==> src/rtl/branch_predict_unit_if.sv <==
// Bundles the fetch and resolve signals of the branch unit.
// master: core side (drives fetch PC and resolve operands, receives predictions/redirects)
// slave : branch_predict_unit
//   fetch_pc        PC being fetched
//   pred_taken      predicted direction for fetch_pc
//   pred_target     predicted next PC for fetch_pc
//   res_valid       a branch resolves this cycle
//   res_pc          PC of the resolving branch
//   res_type        condition select (BEQ/BNE/BLEZ/BGTZ/BLTZ/BGEZ/never)
//   res_rs/res_rt   operand values
//   res_offset      sign-extended immediate, unshifted
//   res_pred_taken  direction predicted at fetch
//   res_pred_target target used at fetch
//   redirect        misprediction, fetch loads redirect_pc
//   redirect_pc     correct next PC
//   actual_taken    resolved direction
//   branch_cnt      resolved branch count (saturating)
//   mispred_cnt     misprediction count (saturating)
interface branch_predict_unit_if #(
    parameter int unsigned WIDTH     = 32,
    parameter int unsigned CNT_WIDTH = 16
);
    logic [WIDTH-1:0]     fetch_pc;
    logic                 pred_taken;
    logic [WIDTH-1:0]     pred_target;
    logic                 res_valid;
    logic [WIDTH-1:0]     res_pc;
    logic [2:0]           res_type;
    logic [WIDTH-1:0]     res_rs;
    logic [WIDTH-1:0]     res_rt;
    logic [WIDTH-1:0]     res_offset;
    logic                 res_pred_taken;
    logic [WIDTH-1:0]     res_pred_target;
    logic                 redirect;
    logic [WIDTH-1:0]     redirect_pc;
    logic                 actual_taken;
    logic [CNT_WIDTH-1:0] branch_cnt;
    logic [CNT_WIDTH-1:0] mispred_cnt;

    modport master (
        output fetch_pc, res_valid, res_pc, res_type, res_rs, res_rt,
               res_offset, res_pred_taken, res_pred_target,
        input  pred_taken, pred_target, redirect, redirect_pc,
               actual_taken, branch_cnt, mispred_cnt
    );

    modport slave (
        input  fetch_pc, res_valid, res_pc, res_type, res_rs, res_rt,
               res_offset, res_pred_taken, res_pred_target,
        output pred_taken, pred_target, redirect, redirect_pc,
               actual_taken, branch_cnt, mispred_cnt
    );
endinterface

==> src/rtl/branch_predict_unit.sv <==
// Direct-mapped BTB branch predictor with 2-bit saturating counters.
// Fetch lookup and resolve/redirect are combinational; training and
// statistics update on the rising edge of clk. ENTRIES must be a power of two >= 2.
// Ports:
//   clk  clock
//   rst  asynchronous active-high reset
//   bus  branch_predict_unit_if.slave (fetch, resolve, redirect, statistics)
module branch_predict_unit #(
    parameter int unsigned WIDTH     = 32,
    parameter int unsigned ENTRIES   = 16,
    parameter int unsigned CNT_WIDTH = 16
) (
    input  logic                  clk,
    input  logic                  rst,
    branch_predict_unit_if.slave  bus
);
    localparam int unsigned IDX   = $clog2(ENTRIES);
    localparam int unsigned TAG_W = WIDTH - IDX - 2;

    typedef struct packed {
        logic             valid;
        logic [TAG_W-1:0] tag;
        logic [WIDTH-1:0] target;
        logic [1:0]       ctr;
    } btb_entry_t;

    btb_entry_t           btb_q [ENTRIES];
    btb_entry_t           ent_d;
    logic                 ent_we;
    logic [CNT_WIDTH-1:0] branch_cnt_q, branch_cnt_d;
    logic [CNT_WIDTH-1:0] mispred_cnt_q, mispred_cnt_d;

    // Word-offset bits of the PCs carry no information for indexing.
    logic unused_pc_bits;
    assign unused_pc_bits = ^{bus.fetch_pc[1:0], bus.res_pc[1:0]};

    // Fetch lookup
    logic [IDX-1:0]   f_idx;
    logic [TAG_W-1:0] f_tag;
    btb_entry_t       f_ent;
    logic             f_hit;

    assign f_idx           = bus.fetch_pc[IDX+1:2];
    assign f_tag           = bus.fetch_pc[WIDTH-1:IDX+2];
    assign f_ent           = btb_q[f_idx];
    assign f_hit           = f_ent.valid && (f_ent.tag == f_tag);
    assign bus.pred_taken  = f_hit & f_ent.ctr[1];
    assign bus.pred_target = bus.pred_taken ? f_ent.target : bus.fetch_pc + WIDTH'(4);

    // Branch condition; zero compares are signed on rs
    logic taken;
    logic rs_neg, rs_zero;
    assign rs_neg  = bus.res_rs[WIDTH-1];
    assign rs_zero = (bus.res_rs == '0);

    always_comb begin
        taken = 1'b0;
        case (bus.res_type)
            3'b000:  taken = (bus.res_rs == bus.res_rt);
            3'b001:  taken = (bus.res_rs != bus.res_rt);
            3'b010:  taken = rs_neg | rs_zero;
            3'b011:  taken = ~rs_neg & ~rs_zero;
            3'b100:  taken = rs_neg;
            3'b101:  taken = ~rs_neg;
            default: taken = 1'b0;
        endcase
    end

    // Resolve target and redirect
    logic [WIDTH-1:0] seq_pc, br_target;
    assign seq_pc    = bus.res_pc + WIDTH'(4);
    assign br_target = seq_pc + (bus.res_offset << 2);

    assign bus.actual_taken = taken;
    assign bus.redirect_pc  = taken ? br_target : seq_pc;
    assign bus.redirect     = bus.res_valid &
                              ((taken != bus.res_pred_taken) |
                               (taken & (bus.res_pred_target != br_target)));

    // Training: update the indexed entry on hit, allocate on taken miss
    logic [IDX-1:0]   r_idx;
    logic [TAG_W-1:0] r_tag;
    btb_entry_t       r_ent;
    logic             r_hit;

    assign r_idx = bus.res_pc[IDX+1:2];
    assign r_tag = bus.res_pc[WIDTH-1:IDX+2];
    assign r_ent = btb_q[r_idx];
    assign r_hit = r_ent.valid && (r_ent.tag == r_tag);

    always_comb begin
        ent_we = 1'b0;
        ent_d  = r_ent;
        if (bus.res_valid) begin
            if (r_hit) begin
                ent_we = 1'b1;
                if (taken) begin
                    ent_d.target = br_target;
                    if (r_ent.ctr != 2'b11) ent_d.ctr = r_ent.ctr + 2'(1);
                end else begin
                    if (r_ent.ctr != 2'b00) ent_d.ctr = r_ent.ctr - 2'(1);
                end
            end else if (taken) begin
                ent_we       = 1'b1;
                ent_d.valid  = 1'b1;
                ent_d.tag    = r_tag;
                ent_d.target = br_target;
                ent_d.ctr    = 2'b10;
            end
        end
    end

    // Saturating statistics
    always_comb begin
        branch_cnt_d  = branch_cnt_q;
        mispred_cnt_d = mispred_cnt_q;
        if (bus.res_valid && (branch_cnt_q != '1)) branch_cnt_d = branch_cnt_q + CNT_WIDTH'(1);
        if (bus.redirect && (mispred_cnt_q != '1)) mispred_cnt_d = mispred_cnt_q + CNT_WIDTH'(1);
    end

    assign bus.branch_cnt  = branch_cnt_q;
    assign bus.mispred_cnt = mispred_cnt_q;

    // State registers
    always_ff @(posedge clk or posedge rst) begin
        if (rst) begin
            for (int unsigned i = 0; i < ENTRIES; i++) begin
                btb_q[i] <= '{valid: 1'b0, tag: '0, target: '0, ctr: 2'b01};
            end
            branch_cnt_q  <= '0;
            mispred_cnt_q <= '0;
        end else begin
            if (ent_we) btb_q[r_idx] <= ent_d;
            branch_cnt_q  <= branch_cnt_d;
            mispred_cnt_q <= mispred_cnt_d;
        end
    end
endmodule

==> src/flat_wrapper.sv <==
// flat-port wrapper written by rule: the top's interface ports become plain ports
module branch_predict_unit_flat 
#(
    parameter int unsigned WIDTH     = 32,
    parameter int unsigned ENTRIES   = 16,
    parameter int unsigned CNT_WIDTH = 16
)
  (clk, rst, bus_fetch_pc, bus_res_valid, bus_res_pc, bus_res_type, bus_res_rs, bus_res_rt, bus_res_offset, bus_res_pred_taken, bus_res_pred_target, bus_pred_taken, bus_pred_target, bus_redirect, bus_redirect_pc, bus_actual_taken, bus_branch_cnt, bus_mispred_cnt);
  branch_predict_unit_if #(.WIDTH(WIDTH), .CNT_WIDTH(CNT_WIDTH)) bus_i ();
  input  logic clk;
  input  logic rst;
  input wire logic [$bits(bus_i.fetch_pc)-1:0] bus_fetch_pc;
  input wire logic [$bits(bus_i.res_valid)-1:0] bus_res_valid;
  input wire logic [$bits(bus_i.res_pc)-1:0] bus_res_pc;
  input wire logic [$bits(bus_i.res_type)-1:0] bus_res_type;
  input wire logic [$bits(bus_i.res_rs)-1:0] bus_res_rs;
  input wire logic [$bits(bus_i.res_rt)-1:0] bus_res_rt;
  input wire logic [$bits(bus_i.res_offset)-1:0] bus_res_offset;
  input wire logic [$bits(bus_i.res_pred_taken)-1:0] bus_res_pred_taken;
  input wire logic [$bits(bus_i.res_pred_target)-1:0] bus_res_pred_target;
  output wire logic [$bits(bus_i.pred_taken)-1:0] bus_pred_taken;
  output wire logic [$bits(bus_i.pred_target)-1:0] bus_pred_target;
  output wire logic [$bits(bus_i.redirect)-1:0] bus_redirect;
  output wire logic [$bits(bus_i.redirect_pc)-1:0] bus_redirect_pc;
  output wire logic [$bits(bus_i.actual_taken)-1:0] bus_actual_taken;
  output wire logic [$bits(bus_i.branch_cnt)-1:0] bus_branch_cnt;
  output wire logic [$bits(bus_i.mispred_cnt)-1:0] bus_mispred_cnt;
  assign bus_i.fetch_pc = bus_fetch_pc;
  assign bus_i.res_valid = bus_res_valid;
  assign bus_i.res_pc = bus_res_pc;
  assign bus_i.res_type = bus_res_type;
  assign bus_i.res_rs = bus_res_rs;
  assign bus_i.res_rt = bus_res_rt;
  assign bus_i.res_offset = bus_res_offset;
  assign bus_i.res_pred_taken = bus_res_pred_taken;
  assign bus_i.res_pred_target = bus_res_pred_target;
  assign bus_pred_taken = bus_i.pred_taken;
  assign bus_pred_target = bus_i.pred_target;
  assign bus_redirect = bus_i.redirect;
  assign bus_redirect_pc = bus_i.redirect_pc;
  assign bus_actual_taken = bus_i.actual_taken;
  assign bus_branch_cnt = bus_i.branch_cnt;
  assign bus_mispred_cnt = bus_i.mispred_cnt;
  branch_predict_unit #(.WIDTH(WIDTH), .ENTRIES(ENTRIES), .CNT_WIDTH(CNT_WIDTH)) u_core (.clk(clk), .rst(rst), .bus(bus_i));
endmodule
==> config.mk <==
export PLATFORM = sky130hd
export DESIGN_NAME = branch_predict_unit_flat
export DESIGN_NICKNAME = d
export VERILOG_FILES = /design/src/rtl/branch_predict_unit_if.sv /design/src/rtl/branch_predict_unit.sv /design/src/flat_wrapper.sv
export SDC_FILE = /design/constraint.sdc
export NUM_CORES = 2
export LEC_CHECK = 0
export ABC_AREA = 1
export CORE_ASPECT_RATIO = 0.75
export CORE_MARGIN = 5
export CORE_UTILIZATION = 30
export CTS_BUF_LIST = sky130_fd_sc_hd__clkbuf_8
export DETAILED_ROUTE_END_ITERATION = 6
export MAX_ROUTING_LAYER = met4
export PLACE_DENSITY = 0.48
export SETUP_SLACK_MARGIN = 0.15
export SYNTH_ARGS = -nofsm -noshare
export SYNTH_HDL_FRONTEND = slang
export SYNTH_SLANG_ARGS = --single-unit
==> constraint.sdc <==
create_clock -name clk -period 30.6 [get_ports clk]
set_clock_uncertainty 0.1 [all_clocks]
set_input_delay 4.59 -clock clk [delete_from_list [all_inputs] [get_ports clk]]
set_output_delay 4.59 -clock clk [all_outputs]
set_load 0.005 [all_outputs]
==> flow_summary.yaml <==
floorplan:
  die_h_um: 410
  die_x_um: 544
  core_um2: 212000
  io_pins: 298
  start_util: 0.303
  fp.dieArea_um2: 223000
  row_count: 146
detailed_routing:
  ant_nets: 0
  drt-initial-drc-count: 8614
  post-route-drc-count: 1
  vias: 67100
  firstDrtPassIters: 7
  post_drt_wl_per_cell_um: 23.9
  drt-total-wl_um: 302000
  via_per_inst: 5.31
logic_synthesis:
  syn_area_um2: 64100
  synth_flop_cell: "dfrtp_1"
  yosysSeqAreaShare: 0.394
  yosys.cell_types.count: 55
  synthesis.instances: 9694
  synth_edf_count: 0
  syn_avg_cell_area_um2: 6.61
  ys_ff_latch: 1008
  synth.net_count: 9939
  yosysWarnings: 0
  synth-async-reset-ratio: 1.00
global_route:
  antenna_found_initial: 32
  grt_max_degree: 201
  grt_pass1_wl_um: 433000
  gr-total-overflow: 0
  grt_pass1_vias: 61100
  grt_use_total: 0.268
cells_and_area:
  area_delta_synth_final_pct: 13.2
  layout-drive-gt1-share: 0.0517
  final_area_um2: 72500
  final_cells: 12600
  num-nets-final: 9900
sta:
  hold_viol: 0
  post-route-period-util: 0.501
  maxSlewViolCount: 0
  fin_crit_ns: 15.34
  tightest_slew_ns: 1.32
  rsz0062_at_grt: "false"
  setup_viol: 0
  worst_hold_slack_ns: 0.366
  relSlewSlack: 0.115
  finalSetupTns_ns: 0
  max_freq_ghz: 0.0652
status:
  status: "finished with violations"
  violations: "DRC"
cts:
  h-tree-depth: 4
  cts_buffer_depth: 4
  cts_hold_buf: 0
  cts_resized: 0
  clk-insertion-delay-late_ns: 0.95
  path_clk_slew_ns: 0.06
  cts_setup_buffers: 0
  cts_tree: "done"
  cts-root-buf: "clkbuf_8"
  clkSinkCount: 1008
  cts_inserted_buffers: 185
setup_path:
  cpMostUsedCell: "nand2_1"
  cpPeakStageDelay_ns: 0.75
  end_kind: "output pin"
  r2r_setup_slack_ns: 25.21
  required_ns: 25.91
  start_kind: "primary input"
  crit_slowest_cell: "clkdlybuf4s50_1"
  crit_type: "primary input to output pin"
  critical_path_arrival_ns: 10.65
  crit_path_max_fanout: 6
placed_design:
  numPortBuffers: 295
  place.gp.congestion: 0.941
  hpwl_um: 184000
  dp_cells: 12300
  placed_area_um2: 69000
pwr:
  p_leak_nw: 34.8
  power_density_nw_per_um2: 54.5
  total_power_mw: 3.95
  ir_worst_vdd_mv: 0.0317
hold_path:
  min_path_type: "flop to flop"
flow_run:
  drv_cap: 0
[state kept, by name, summed over array words and instances, names as in the netlist]
signal	cells
u_core.btb_q	976
u_core.bus.mispred_cnt	16
u_core.bus.branch_cnt	16
[final cells by class]
type / count / area, um^2
Fill cell: 22900 / 139000
Multi-Input combinational cell: 7241 / 33100
Sequential cell: 1008 / 25200
Timing Repair Buffer: 453 / 4270
Tap cell: 2812 / 3520
Clock buffer: 221 / 3040
Inverter: 766 / 2910
Clock inverter: 83 / 373
Antenna cell: 52 / 130
[synth_stat cells, types with 5 or more instances]
library cell	n	area share
buf_4	32	0.0038
nor4_1	11	0.0011
dfstp_2	16	0.0066
o21ai_1	121	0.0095
o22ai_1	7	0.00068
ha_1	45	0.0088
inv_2	6	0.00035
clkbuf_1	356	0.021
nand4_1	75	0.0073
nor2_2	24	0.0023
buf_6	29	0.0051
a22o_1	5	0.00068
or2_2	5	0.00049
dfrtp_1	992	0.39
a21boi_4	9	0.0026
buf_2	196	0.015
nand3_1	434	0.034
a21boi_2	6	0.0011
xnor2_1	54	0.0074
buf_1	65	0.0038
nand3_2	11	0.0017
nand3b_1	9	0.0011
nor3_1	29	0.0023
nand2_1	3511	0.21
clkinv_1	7	0.00041
o21ai_0	1543	0.12
a221oi_1	5	0.00068
a31oi_1	8	0.00078
a21oi_1	457	0.036
xor2_1	68	0.0093
nor2_1	633	0.037
o211ai_1	136	0.016
inv_1	752	0.044
[cell families (layout without fill, tap and decap cells)]
logic type / Yosys count / in the layout / synth area share
flip-flops: 1008 / 1008 / 0.394
multiplexers: 5 / 5 / 0.000801
adder cells (fa/ha/maj): 46 / 46 / 0.00910
AO/OA/AOI/OAI: 2310 / 2310 / 0.190
buffers and inverters: 1445 / 1523 / 0.0940
other: 0 / 52 / 0
XOR/XNOR: 124 / 124 / 0.0174
AND/OR/NAND/NOR: 4756 / 4756 / 0.295
[worst paths after layout]
path	startpoint	endpoint	cells past startpoint
min in group asynchronous	rst	u_core.btb_q[419]	2
min reg2reg	u_core.btb_q[853]	u_core.btb_q[853]	2
max reg2reg	u_core.btb_q[666]	u_core.btb_q[56]	21
max	bus_res_pc[4]	bus_redirect	29
min	u_core.btb_q[853]	u_core.btb_q[853]	2
max in group asynchronous	rst	u_core.btb_q[805]	7
[power by group]
part / switching, mW / internal [mW] / total, mW
clock: 0.629 / 0.655 / 1.28
sequential: 0.149 / 1.55 / 1.70
combinational: 0.645 / 0.325 / 0.970
[critical path: cells and delay by family]
family | cells | cell delay [ns]
AOI/OAI and AO/OA | 3 | 0.66
buffers and inverters | 7 | 1.77
adders and majority gates | 1 | 0.22
and+or+nand+nor | 18 | 3.40
[metrics by stage]
step | utilization | setup WS (ns)
after floorplan | - | 12.03
after global placement | 0.326 | 15.32
after detailed placement | 0.326 | 15.30
after CTS | 0.342 | 15.28
after global routing | 0.343 | 14.65
final | 0.343 | 15.26
[cells in the final DEF, fill, tap and decap left out, types with 18 or more instances in the layout]
master,Yosys,final
nand2_1,3511,3510
o21ai_0,1543,1541
dfrtp_1,992,992
inv_1,752,820
nor2_1,633,631
a21oi_1,457,457
nand3_1,434,427
clkdlybuf4s50_1,0,289
clkbuf_8,0,221
buf_4,32,151
o211ai_1,136,136
o21ai_1,121,117
nand4_1,75,75
xor2_1,68,68
xnor2_1,54,54
diode_2,0,52
ha_1,45,45
nor3_1,29,29
nor2_2,24,22
nand3_4,1,18
[routing by layer]
| layer | track usage | part of all wire |
|---|---|---|
| met5 | - | 0 |
| met4 | 0.0705 | 0.027 |
| met3 | 0.0730 | 0.11 |
| met2 | 0.371 | 0.40 |
| met1 | 0.383 | 0.46 |
Note: power is estimated with default switching activity, not from simulation.
